File: config.mk
export PLATFORM = sky130hd
export DESIGN_NAME = evt_count_sched_flat
export DESIGN_NICKNAME = d
export VERILOG_FILES = /design/src/rtl/evt_sched_pkg.sv /design/src/rtl/evt_count_sched_if.sv /design/src/rtl/evt_count_sched_rr_arbiter.sv /design/src/rtl/evt_count_sched.sv /design/src/flat_wrapper.sv
export SDC_FILE = /design/constraint.sdc
export NUM_CORES = 1
export LEC_CHECK = 0
export BUFFER_PORTS_ARGS = -buffer_cell sky130_fd_sc_hd__clkbuf_2
export CELL_PAD_IN_SITES_DETAIL_PLACEMENT = 2
export CELL_PAD_IN_SITES_GLOBAL_PLACEMENT = 2
export CORE_MARGIN = 2
export CORE_UTILIZATION = 42
export CTS_CLUSTER_DIAMETER = 30
export CTS_CLUSTER_SIZE = 10
export DETAILED_ROUTE_END_ITERATION = 6
export GPL_TIMING_DRIVEN = 0
export PLACE_DENSITY = 0.82
export SYNTH_ARGS = -nofsm -noshare
export SYNTH_HDL_FRONTEND = slang
export SYNTH_SLANG_ARGS = --single-unit
File: constraint.sdc
create_clock -name clk_in -period 6.8 [get_ports clk_in]
set_clock_uncertainty 0.05 [all_clocks]
set_input_delay 0.34 -clock clk_in [delete_from_list [all_inputs] [get_ports clk_in]]
set_output_delay 0.34 -clock clk_in [all_outputs]
set_load 0.005 [all_outputs]
File: src/rtl/evt_sched_pkg.sv
// Shared types and helpers for the event-count scheduler slice.
package evt_sched_pkg;

    localparam int unsigned MAX_CH = 16;

    typedef logic [MAX_CH-1:0] ch_mask_t;

    // Bit width for a value range, never below 1 so single-entry ranges still get a wire.
    function automatic int unsigned clog2_min1(input int unsigned n);
        return (n <= 2) ? 1 : $clog2(n);
    endfunction

endpackage

File: src/rtl/evt_count_sched_if.sv
// Event/clear/readout bus of evt_count_sched; EVT_SCHED_OVF_EN adds the sticky ovf_out flags.
interface evt_count_sched_if #(
    parameter int unsigned NUM_CH    = 4,
    parameter int unsigned MAX_COUNT = 1000
);
    localparam int unsigned CHW = evt_sched_pkg::clog2_min1(NUM_CH);
    localparam int unsigned CW  = evt_sched_pkg::clog2_min1(MAX_COUNT);

    logic [NUM_CH-1:0] evt_in;
    logic [NUM_CH-1:0] clr_in;
    logic              rd_req_in;
    logic [CHW-1:0]    rd_ch_in;
    logic              rd_valid_out;
    logic [CW-1:0]     rd_count_out;
    logic [NUM_CH-1:0] wrap_out;
    logic              busy_out;
    logic [NUM_CH-1:0] grant_out;
`ifdef EVT_SCHED_OVF_EN
    logic [NUM_CH-1:0] ovf_out;

    modport master (
        output evt_in, clr_in, rd_req_in, rd_ch_in,
        input  rd_valid_out, rd_count_out, wrap_out, busy_out, grant_out, ovf_out
    );
    modport slave (
        input  evt_in, clr_in, rd_req_in, rd_ch_in,
        output rd_valid_out, rd_count_out, wrap_out, busy_out, grant_out, ovf_out
    );
`else
    modport master (
        output evt_in, clr_in, rd_req_in, rd_ch_in,
        input  rd_valid_out, rd_count_out, wrap_out, busy_out, grant_out
    );
    modport slave (
        input  evt_in, clr_in, rd_req_in, rd_ch_in,
        output rd_valid_out, rd_count_out, wrap_out, busy_out, grant_out
    );
`endif

endinterface

File: src/rtl/evt_count_sched_rr_arbiter.sv
// Combinational round-robin arbiter: first requester at or after ptr wins.
module rr_arbiter
    import evt_sched_pkg::*;
#(
    parameter int unsigned N = 4
) (
    input  logic [N-1:0]               req,
    input  logic [clog2_min1(N)-1:0]   ptr,
    output logic [N-1:0]               gnt
);

    always_comb begin
        logic        found;
        int unsigned idx;
        gnt   = '0;
        found = 1'b0;
        idx   = 0;
        for (int unsigned k = 0; k < N; k++) begin
            idx = (int'(ptr) + k) % N;
            if (!found && req[idx]) begin
                gnt[idx] = 1'b1;
                found    = 1'b1;
            end
        end
    end

endmodule

File: src/rtl/evt_count_sched.sv
// Per-channel event counters sharing one round-robin serviced increment path.
// Optional EVT_SCHED_OVF_EN adds sticky per-channel overflow (dropped event) flags.
module evt_count_sched
    import evt_sched_pkg::*;
#(
    parameter int unsigned NUM_CH     = 4,
    parameter int unsigned MAX_COUNT  = 1000,
    parameter int unsigned PEND_DEPTH = 7
) (
    input  logic            clk_in,
    input  logic            rst_n_in,
    evt_count_sched_if.slave bus
);

    localparam int unsigned CHW = clog2_min1(NUM_CH);
    localparam int unsigned CW  = clog2_min1(MAX_COUNT);
    localparam int unsigned PW  = clog2_min1(PEND_DEPTH + 1);

    logic [CW-1:0]     count_q [NUM_CH];
    logic [PW-1:0]     pend_q  [NUM_CH];
    logic [CHW-1:0]    ptr_q;
    logic [NUM_CH-1:0] req;
    logic [NUM_CH-1:0] gnt;
    logic [NUM_CH-1:0] wrap_q;
    logic [CHW-1:0]    gnt_idx;
    logic [CW-1:0]     rd_sel;
    logic              rd_valid_q;
    logic [CW-1:0]     rd_count_q;

    always_comb begin
        for (int unsigned i = 0; i < NUM_CH; i++) begin
            req[i] = (pend_q[i] != '0);
        end
    end

    rr_arbiter #(.N(NUM_CH)) u_arb (
        .req (req),
        .ptr (ptr_q),
        .gnt (gnt)
    );

    always_comb begin
        gnt_idx = '0;
        for (int unsigned i = 0; i < NUM_CH; i++) begin
            if (gnt[i]) gnt_idx = CHW'(i);
        end
    end

    // Readout mux; out-of-range channel selects nothing and reads as zero.
    always_comb begin
        rd_sel = '0;
        for (int unsigned i = 0; i < NUM_CH; i++) begin
            if (bus.rd_ch_in == CHW'(i)) rd_sel = count_q[i];
        end
    end

    always_ff @(posedge clk_in or negedge rst_n_in) begin
        if (!rst_n_in) begin
            for (int unsigned i = 0; i < NUM_CH; i++) begin
                pend_q[i]  <= '0;
                count_q[i] <= '0;
            end
            wrap_q <= '0;
        end else begin
            for (int unsigned i = 0; i < NUM_CH; i++) begin
                wrap_q[i] <= 1'b0;
                if (bus.clr_in[i]) begin
                    pend_q[i]  <= '0;
                    count_q[i] <= '0;
                end else begin
                    if (bus.evt_in[i] && !gnt[i]) begin
                        if (pend_q[i] != PW'(PEND_DEPTH)) pend_q[i] <= pend_q[i] + 1'b1;
                    end else if (!bus.evt_in[i] && gnt[i]) begin
                        pend_q[i] <= pend_q[i] - 1'b1;
                    end
                    if (gnt[i]) begin
                        if (count_q[i] == CW'(MAX_COUNT - 1)) begin
                            count_q[i] <= '0;
                            wrap_q[i]  <= 1'b1;
                        end else begin
                            count_q[i] <= count_q[i] + 1'b1;
                        end
                    end
                end
            end
        end
    end

    // Pointer follows the grant even when a clear cancels the increment.
    always_ff @(posedge clk_in or negedge rst_n_in) begin
        if (!rst_n_in) begin
            ptr_q <= '0;
        end else if (gnt != '0) begin
            ptr_q <= (gnt_idx == CHW'(NUM_CH - 1)) ? '0 : gnt_idx + 1'b1;
        end
    end

    always_ff @(posedge clk_in or negedge rst_n_in) begin
        if (!rst_n_in) begin
            rd_valid_q <= 1'b0;
            rd_count_q <= '0;
        end else begin
            rd_valid_q <= bus.rd_req_in;
            if (bus.rd_req_in) rd_count_q <= rd_sel;
        end
    end

`ifdef EVT_SCHED_OVF_EN
    logic [NUM_CH-1:0] ovf_q;

    always_ff @(posedge clk_in or negedge rst_n_in) begin
        if (!rst_n_in) begin
            ovf_q <= '0;
        end else begin
            for (int unsigned i = 0; i < NUM_CH; i++) begin
                if (bus.clr_in[i]) begin
                    ovf_q[i] <= 1'b0;
                end else if (bus.evt_in[i] && !gnt[i] && pend_q[i] == PW'(PEND_DEPTH)) begin
                    ovf_q[i] <= 1'b1;
                end
            end
        end
    end

    assign bus.ovf_out = ovf_q;
`endif

    assign bus.grant_out    = gnt;
    assign bus.busy_out     = |req;
    assign bus.wrap_out     = wrap_q;
    assign bus.rd_valid_out = rd_valid_q;
    assign bus.rd_count_out = rd_count_q;

endmodule
File: src/flat_wrapper.sv
// flat-port wrapper written by rule: the top's interface ports become plain ports
module evt_count_sched_flat import evt_sched_pkg::*;
#(
    parameter int unsigned NUM_CH     = 4,
    parameter int unsigned MAX_COUNT  = 1000,
    parameter int unsigned PEND_DEPTH = 7
)
  (clk_in, rst_n_in, bus_evt_in, bus_clr_in, bus_rd_req_in, bus_rd_ch_in, bus_rd_valid_out, bus_rd_count_out, bus_wrap_out, bus_busy_out, bus_grant_out);
  evt_count_sched_if #(.NUM_CH(NUM_CH), .MAX_COUNT(MAX_COUNT)) bus_i ();
  input  logic clk_in;
  input  logic rst_n_in;
  input wire logic [$bits(bus_i.evt_in)-1:0] bus_evt_in;
  input wire logic [$bits(bus_i.clr_in)-1:0] bus_clr_in;
  input wire logic [$bits(bus_i.rd_req_in)-1:0] bus_rd_req_in;
  input wire logic [$bits(bus_i.rd_ch_in)-1:0] bus_rd_ch_in;
  output wire logic [$bits(bus_i.rd_valid_out)-1:0] bus_rd_valid_out;
  output wire logic [$bits(bus_i.rd_count_out)-1:0] bus_rd_count_out;
  output wire logic [$bits(bus_i.wrap_out)-1:0] bus_wrap_out;
  output wire logic [$bits(bus_i.busy_out)-1:0] bus_busy_out;
  output wire logic [$bits(bus_i.grant_out)-1:0] bus_grant_out;
  assign bus_i.evt_in = bus_evt_in;
  assign bus_i.clr_in = bus_clr_in;
  assign bus_i.rd_req_in = bus_rd_req_in;
  assign bus_i.rd_ch_in = bus_rd_ch_in;
  assign bus_rd_valid_out = bus_i.rd_valid_out;
  assign bus_rd_count_out = bus_i.rd_count_out;
  assign bus_wrap_out = bus_i.wrap_out;
  assign bus_busy_out = bus_i.busy_out;
  assign bus_grant_out = bus_i.grant_out;
  evt_count_sched #(.NUM_CH(NUM_CH), .MAX_COUNT(MAX_COUNT), .PEND_DEPTH(PEND_DEPTH)) u_core (.clk_in(clk_in), .rst_n_in(rst_n_in), .bus(bus_i));
endmodule
==> impl_results.md, run 1 <==
- Worst reg2reg path depth: 13
- Synthesized cell area: 4280 um2
- Initial Utilization: 0.436
- Endpoint type of the worst setup path: register
- Fin. Hold Viols: 0
- Core Region: between 9000 and 10000 um2
- Fin. max-slew vios: 0
- Cell Count, Final, Fillers Out: 621
- Final GP Congestion: between 0.7 and 0.8
- Syn Nets: 468
- Fmax: around 230 MHz
- Capturing point of the worst reg2reg path: u_core.pend_q[2]
- Pin count of the biggest net entering global routing: 44
- All-Layer GR Usage: 0.264
- Post-layout util: 0.495
- Sequential fraction of the synthesis area: 0.403
- Antenna-violating nets left: 0
- CTS buffer count: 9
- Max Cap Viol: 0
- Mapped Avg Cell Area: 9.73 um2
- Cells after DPL: 604
- DRC: 0
- IO Pins: 33
- Arr. time, crit path: 4.49 ns
- Leak Pwr: 2.06 nW
- Routed Wire Length: around 14000 um
- Rel. slew slack: 0.412
- CP required: 7.00 ns
- # rows: 36
- Clock net sink count: 69
- CTS Buffer Depth: 2
- Die Width: 105 um
- CTS Hold Buffers Added: 1
- Die height: 105 um
- Async S/R FF share, synth: 1.00
- Peak supply drop: 0.186 mV
- First-pass GRT wire length: 22700 um
- Layout cells sized above 1: 0.195
- Via count: 3733
- Initial antenna violation count: 0
- CTS H-tree depth: 3
- Worst-Skew Late Latency: about 0.37 ns
- Hold path cells: 1
- Final period util: 0.630
- Vias in the first global route: 4259
- CTS tree: built
- DR vias/cell: approximately 6
- Drt first-iter violations: 139
- Critical Path Source Type: register
- Synth Flop Type: dfrtp_1
- Hold path endpoint: u_core.bus.rd_valid_out
- Number of flops mapped to enable cells by yosys: 0
- Post-CTS setup buffers: 0
- Worst slew pin tran: between 0.8 and 0.9 ns
- WS Path Type: reg -> reg
- Die area: 11000 um2
- Total grt overflow: 0
- Final setup violation count: 0
- Reg2Reg Setup Slack: 2.51 ns
- PortBufs: 30
- RSZ-0062 raised after global routing: no
- Syn Inst Count: 440
- Final min period: 4.29 ns
- CP max FO: 10
- Worst r2r src: u_core.ptr_q[0]
- Total power per unit cell area: 400 nW/um2
- Status: finished, final reports clean
- CTS clock-pin slew for the worst setup and hold paths: 0.09 ns
- Total iterations of the first detailed-routing run: 4
- Fin Setup TNS: 0 ns
- CTS resizes: 0
- Avg WL per Cell: between 20 and 25 um
- Root Driver: clkbuf_8
- Layout area overhead: 13.4%
- HP Class: in -> reg
- Seq cells post-synth: a little under 70
- Fin nets: 511
- Yosys warnings: 0
- Detailed placer's ending HPWL: 10100 um
- Synth cell types: 56
- Ant. Diodes: 0
- Hold Crit Start: bus_rd_req_in
-- Yosys cell counts (all sizes together) (5+ instances only) --
cell type  instances  area (um2)
nor2b             10        62.6
nor2              52         213
nand2             16        60.1
clkbuf            12        45.0
xor2               5        43.8
nand3             13        65.1
and3              13        81.3
o31ai              7        52.6
a21oi             24         120
ha                11         138
a31oi              9        56.3
nand2b             7        43.8
nor4               6        37.5
dfrtp             69        1730
or3               11        68.8
mux4              14         315
nand3b             7        52.6
nand4              5        31.3
inv               24        90.1
nor3               8        45.0
mux2              18         203
o21ai             48         240
-- flip-flops by register name, summed over array words and instances, names as in the netlist --
name and flops:
u_core.bus.rd_count_out 10, u_core.ptr_q 2, u_core.bus.rd_valid_out 1, u_core.count_q 40, u_core.bus.wrap_out 4, u_core.pend_q 12
-- cells in the final DEF (no fill, tap or decap), types with 3 or more instances in the layout --
cell type  instances
dfrtp_1           69
nor2_1            49
o21ai_0           47
clkbuf_2          29
a21oi_1           24
inv_1             20
mux2_2            18
nand2_1           16
mux4_2            14
nand3_1           13
and3_1            13
clkbuf_1          12
clkbuf_8          12
or3_1             11
ha_1              11
nor2b_1           10
a31oi_1            9
o31ai_1            7
nand2b_1           7
nand3b_1           7
nor3_1             7
nor4_1             6
xor2_1             5
nand4_1            5
inv_2              4
nand4b_1           4
fa_1               4
nor3b_1            3
or4b_1             3
o31a_1             3
a221oi_1           3
mux2i_1            3
-- final cells by class --
cell class	count	area (um2)
inverters	24	90.1
multi-input cells	332	2400
fillers	1061	4960
clock inverters	4	53.8
well taps	133	166
clock buffers	12	165
repair buffers	32	190
plain buffers	15	63.8
flip-flops and latches	69	1730
-- worst max-delay path by stage --
stage	startpoint	end	slack, ns
6_report	u_core.ptr_q[0]	u_core.pend_q[2]	2.51
5_1_grt	u_core.ptr_q[0]	u_core.pend_q[2]	2.33
4_1_cts	u_core.ptr_q[0]	u_core.pend_q[2]	2.54
3_5_place_dp	u_core.ptr_q[0]	u_core.pend_q[11]	2.78
3_3_place_gp	u_core.ptr_q[0]	u_core.pend_q[2]	3.00
2_1_floorplan	u_core.ptr_q[0]	u_core.pend_q[2]	3.37
-- kinds of logic after synthesis --
| group | synth area share |
|---|---|
| compound gates | 0.151 |
| xor+xnor | 0.0143 |
| fa+ha+maj | 0.0508 |
| buf+inv | 0.0359 |
| flops | 0.403 |
| mux | 0.128 |
| simple gates | 0.217 |
-- where the power goes --
| part | leakage, nW | switching (mW) | internal (mW) | total, mW |
|---|---|---|---|---|
| Clock | 0.105 | 0.182 | 0.201 | 0.382 |
| Sequential | 0.943 | 0.0696 | 0.462 | 0.532 |
| Combinational | 1.02 | 0.638 | 0.389 | 1.03 |
| Total | 2.06 | 0.889 | 1.05 | 1.94 |
-- worst max-delay path, stage by stage, from the launching register on --
cell      delay [ns]
dfrtp_1         0.54
inv_1           0.21
ha_1            0.37
mux4_2          0.39
and4b_1         0.39
a22o_1          0.38
nor2_2          0.14
inv_2           0.23
nor2_1          0.09
fa_1            0.46
nand2b_1        0.16
nor4_1          0.33
a31oi_1         0.12
mux2_2          0.30
-- per-layer routing --
| metal | global-route usage | routed length, um | up-vias |
|---|---|---|---|
| li1 | - | - | 1699 |
| met1 | 0.327 | 5950 | 1978 |
| met2 | 0.474 | 7160 | 42 |
| met3 | 0.0306 | 286 | 14 |
| met4 | 0.0914 | 170 | 0 |
| met5 | 0 | 0 | - |
-- metrics by stage --
step | area (um2) | power [mW] | setup WS (ns) | hold slack, ns
floorplan | 4280 | 1.23 | 3.37 | -0.00559
finish | 4860 | 1.94 | 2.51 | 0.0314
detailed placement | 4630 | 1.56 | 2.78 | 0.284
CTS | 4860 | 1.95 | 2.54 | 0.0249
global route | 4860 | 2.09 | 2.33 | 0.0335
global placement | 4600 | 1.48 | 3.00 | 0.413
No activity file was read; power rests on OpenSTA's default activity.
==> run 2: changes to the inputs <==
--- a/config.mk
+++ b/config.mk
@@ -5,16 +5,17 @@
 export SDC_FILE = /design/constraint.sdc
 export NUM_CORES = 1
 export LEC_CHECK = 0
+export ABC_AREA = 1
 export BUFFER_PORTS_ARGS = -buffer_cell sky130_fd_sc_hd__clkbuf_2
 export CELL_PAD_IN_SITES_DETAIL_PLACEMENT = 2
 export CELL_PAD_IN_SITES_GLOBAL_PLACEMENT = 2
 export CORE_MARGIN = 2
-export CORE_UTILIZATION = 42
+export CORE_UTILIZATION = 36
 export CTS_CLUSTER_DIAMETER = 30
 export CTS_CLUSTER_SIZE = 10
 export DETAILED_ROUTE_END_ITERATION = 6
 export GPL_TIMING_DRIVEN = 0
-export PLACE_DENSITY = 0.82
+export PLACE_DENSITY = 0.77
 export SYNTH_ARGS = -nofsm -noshare
 export SYNTH_HDL_FRONTEND = slang
 export SYNTH_SLANG_ARGS = --single-unit
==> constraint.sdc (replaced) <==
create_clock -name clk_in -period 4.03 [get_ports clk_in]
set_clock_uncertainty 0.05 [all_clocks]
set_input_delay 0.2015 -clock clk_in [delete_from_list [all_inputs] [get_ports clk_in]]
set_output_delay 0.2015 -clock clk_in [all_outputs]
set_load 0.005 [all_outputs]
==> impl_results.md, run 2 <==
- Syn Inst Count: 601
- Antenna-violating nets left: 0
- Drt first-iter violations: 179
- Rel. slew slack: 0.573
- Fmax: between 300 and 400 MHz
- Fin. max-slew vios: 0
- Core Region: 12500 um2
- Top cells by count, synth: 115 x nand2_1, 81 x inv_1, 69 x dfrtp_1
- CTS buffer count: 9
- Final min period: between 3 and 4 ns
- Synth Flop Type: dfrtp_1
- Status: finished, final reports clean
- Fin Setup TNS: 0 ns
- Syn Nets: 629
- Largest area contributor in the netlist: dfrtp_1
- CP required: roughly 4.2 ns
- Async S/R FF share, synth: 1.00
- Avg WL per Cell: 17.1 um
- Die Width: 116 um
- Routed Wire Length: 14000 um
- Max Cap Viol: 0
- HP Class: in -> reg
- Final setup violation count: 0
- Pin count of the biggest net entering global routing: between 40 and 50
- Final period util: 0.812
- Largest register FFs: 40
- Die height: 116 um
- Total power: 3.87 mW
- Layout area overhead: 16.0%
- Total power per unit cell area: 735 nW/um2
- Worst-Skew Late Latency: 0.34 ns
- Total iterations of the first detailed-routing run: 4
- Area contributors post-synth: dfrtp_1 38%, nand2_1 9.5%, nand3_1 7.5%
- Arr. time, crit path: 3.45 ns
- Fill cell count: roughly 1500
- Vias in the first global route: 4636
- Reg2Reg Setup Slack: 0.76 ns
- Endpoint type of the worst setup path: register
- Synth cell types: 42
- CTS Buffer Depth: 2
- Fin nets: 674
- Final GP Congestion: 0.780
- Peak supply drop: around 0.41 mV
- Die area: 13500 um2
- Detailed placer's ending HPWL: 11000 um
- IO Pins: 33
- Via count: 4307
- Initial Utilization: 0.365
- PortBufs: 31
- Ant. Diodes: 0
- CTS H-tree depth: 3
- WS Path Type: reg -> reg
- Sequential fraction of the synthesis area: 0.380
- Seq cells post-synth: 69
- Fin. Hold Viols: 0
- Top reg by flops: u_core.count_q
- Leak Pwr: 2.44 nW
- Root Driver: clkbuf_16
- First-pass GRT wire length: 23300 um
- Mapped Avg Cell Area: between 7 and 8 um2
- DRC: 0
- CTS tree: built
- Worst slew pin tran: 0.637 ns
- # rows: 41
- Area share of the largest cell type after synthesis: 0.380
- Number of flops mapped to enable cells by yosys: 0
- CP max FO: 10
- RSZ-0062 raised after global routing: no
- DR vias/cell: between 5 and 6
- All-Layer GR Usage: 0.222
- Synthesized cell area: 4550 um2
- Post-CTS setup buffers: 0
- Layout cells sized above 1: 0.160
- Critical Path Source Type: register
- CTS clock-pin slew for the worst setup and hold paths: 0.06 ns
- Most common cell in the netlist: nand2_1
- Total grt overflow: 0
- Commonest non-fill, non-tap cell in the layout: nand2_1
- Most frequent cells in the layout: 115 x nand2_1, 81 x inv_1, 69 x dfrtp_1
- CTS resizes: 0
- Initial antenna violation count: 0
- Clock net sink count: between 60 and 70
- Yosys warnings: 0
## run 2: critical path, stage by stage, from the launching register on
cell	delay, ns
dfrtp_1	0.58
inv_2	0.17
ha_1	0.37
inv_1	0.08
nand3_1	0.10
nand2_2	0.10
nor2_2	0.15
buf_6	0.18
nand3_2	0.11
nand3_4	0.19
nor2_2	0.08
fa_1	0.45
xnor2_1	0.22
inv_1	0.06
nand2_1	0.07
nand2_1	0.05
nand3_1	0.07
nand2_1	0.05
## run 2: final timing paths
path	cells after the start	from	to
max reg2reg	17	u_core.ptr_q[0]	u_core.pend_q[8]
min in group asynchronous	2	rst_n_in	u_core.count_q[36]
max	17	u_core.ptr_q[0]	u_core.pend_q[8]
min	4	bus_clr_in[3]	u_core.bus.wrap_out[3]
max in group asynchronous	3	rst_n_in	u_core.pend_q[3]
min reg2reg	2	u_core.bus.rd_count_out[4]	u_core.bus.rd_count_out[4]
## run 2: final cells by class
cell class	instances	area (um2)	share of cell area
Clock buffer	13	270	0.0513
Multi-Input combinational cell	438	2450	0.464
Inverter	88	330	0.0627
Clock inverter	3	42.5	0.00807
Buffer	6	41.3	0.00783
Tap cell	172	215	0.0408
Sequential cell	69	1730	0.328
Timing Repair Buffer	34	198	0.0375
## run 2: through the flow
stage	worst slack [ns]	area, um2	utilization	hold WS, ns	std cells
floorplan	1.25	4550	-	-0.144	601
global placement	0.872	4920	0.394	0.278	804
detailed placement	0.750	4940	0.396	0.159	805
CTS	0.718	5270	0.423	0.110	823
global route	0.457	5270	0.423	0.145	823
finish	0.756	5270	0.423	0.111	823
## run 2: cells by family after synthesis
family	count (synthesis)	share of synthesized area
and+or+nand+nor	315	0.347
AOI/OAI and AO/OA	99	0.126
buffers and inverters	94	0.0817
DFF	69	0.380
adders and majority gates	15	0.0479
xor gates and xnor gates	9	0.0173
## run 2: timing repair
action	CTS	global route
endpoints found under the setup margin	0	0
endpoints found under the hold margin	29	0
hold buffers	2	0
## run 2: power breakdown
group | switching [mW] | internal (mW) | leakage (nW)
clock | 0.311 | 0.529 | 0.152
combinational | 1.41 | 0.647 | 1.36
sequential | 0.154 | 0.821 | 0.930
total | 1.88 | 2.00 | 2.44
## run 2: layer usage
metal  share of wire  track usage  up-vias  routed length, um
met5               0            0        -                  0
met4           0.014       0.0706        0                199
met3           0.017       0.0311       11                237
met2            0.52        0.398       32               7250
met1            0.45        0.276     2172               6360
li1                -            -     2092                  -
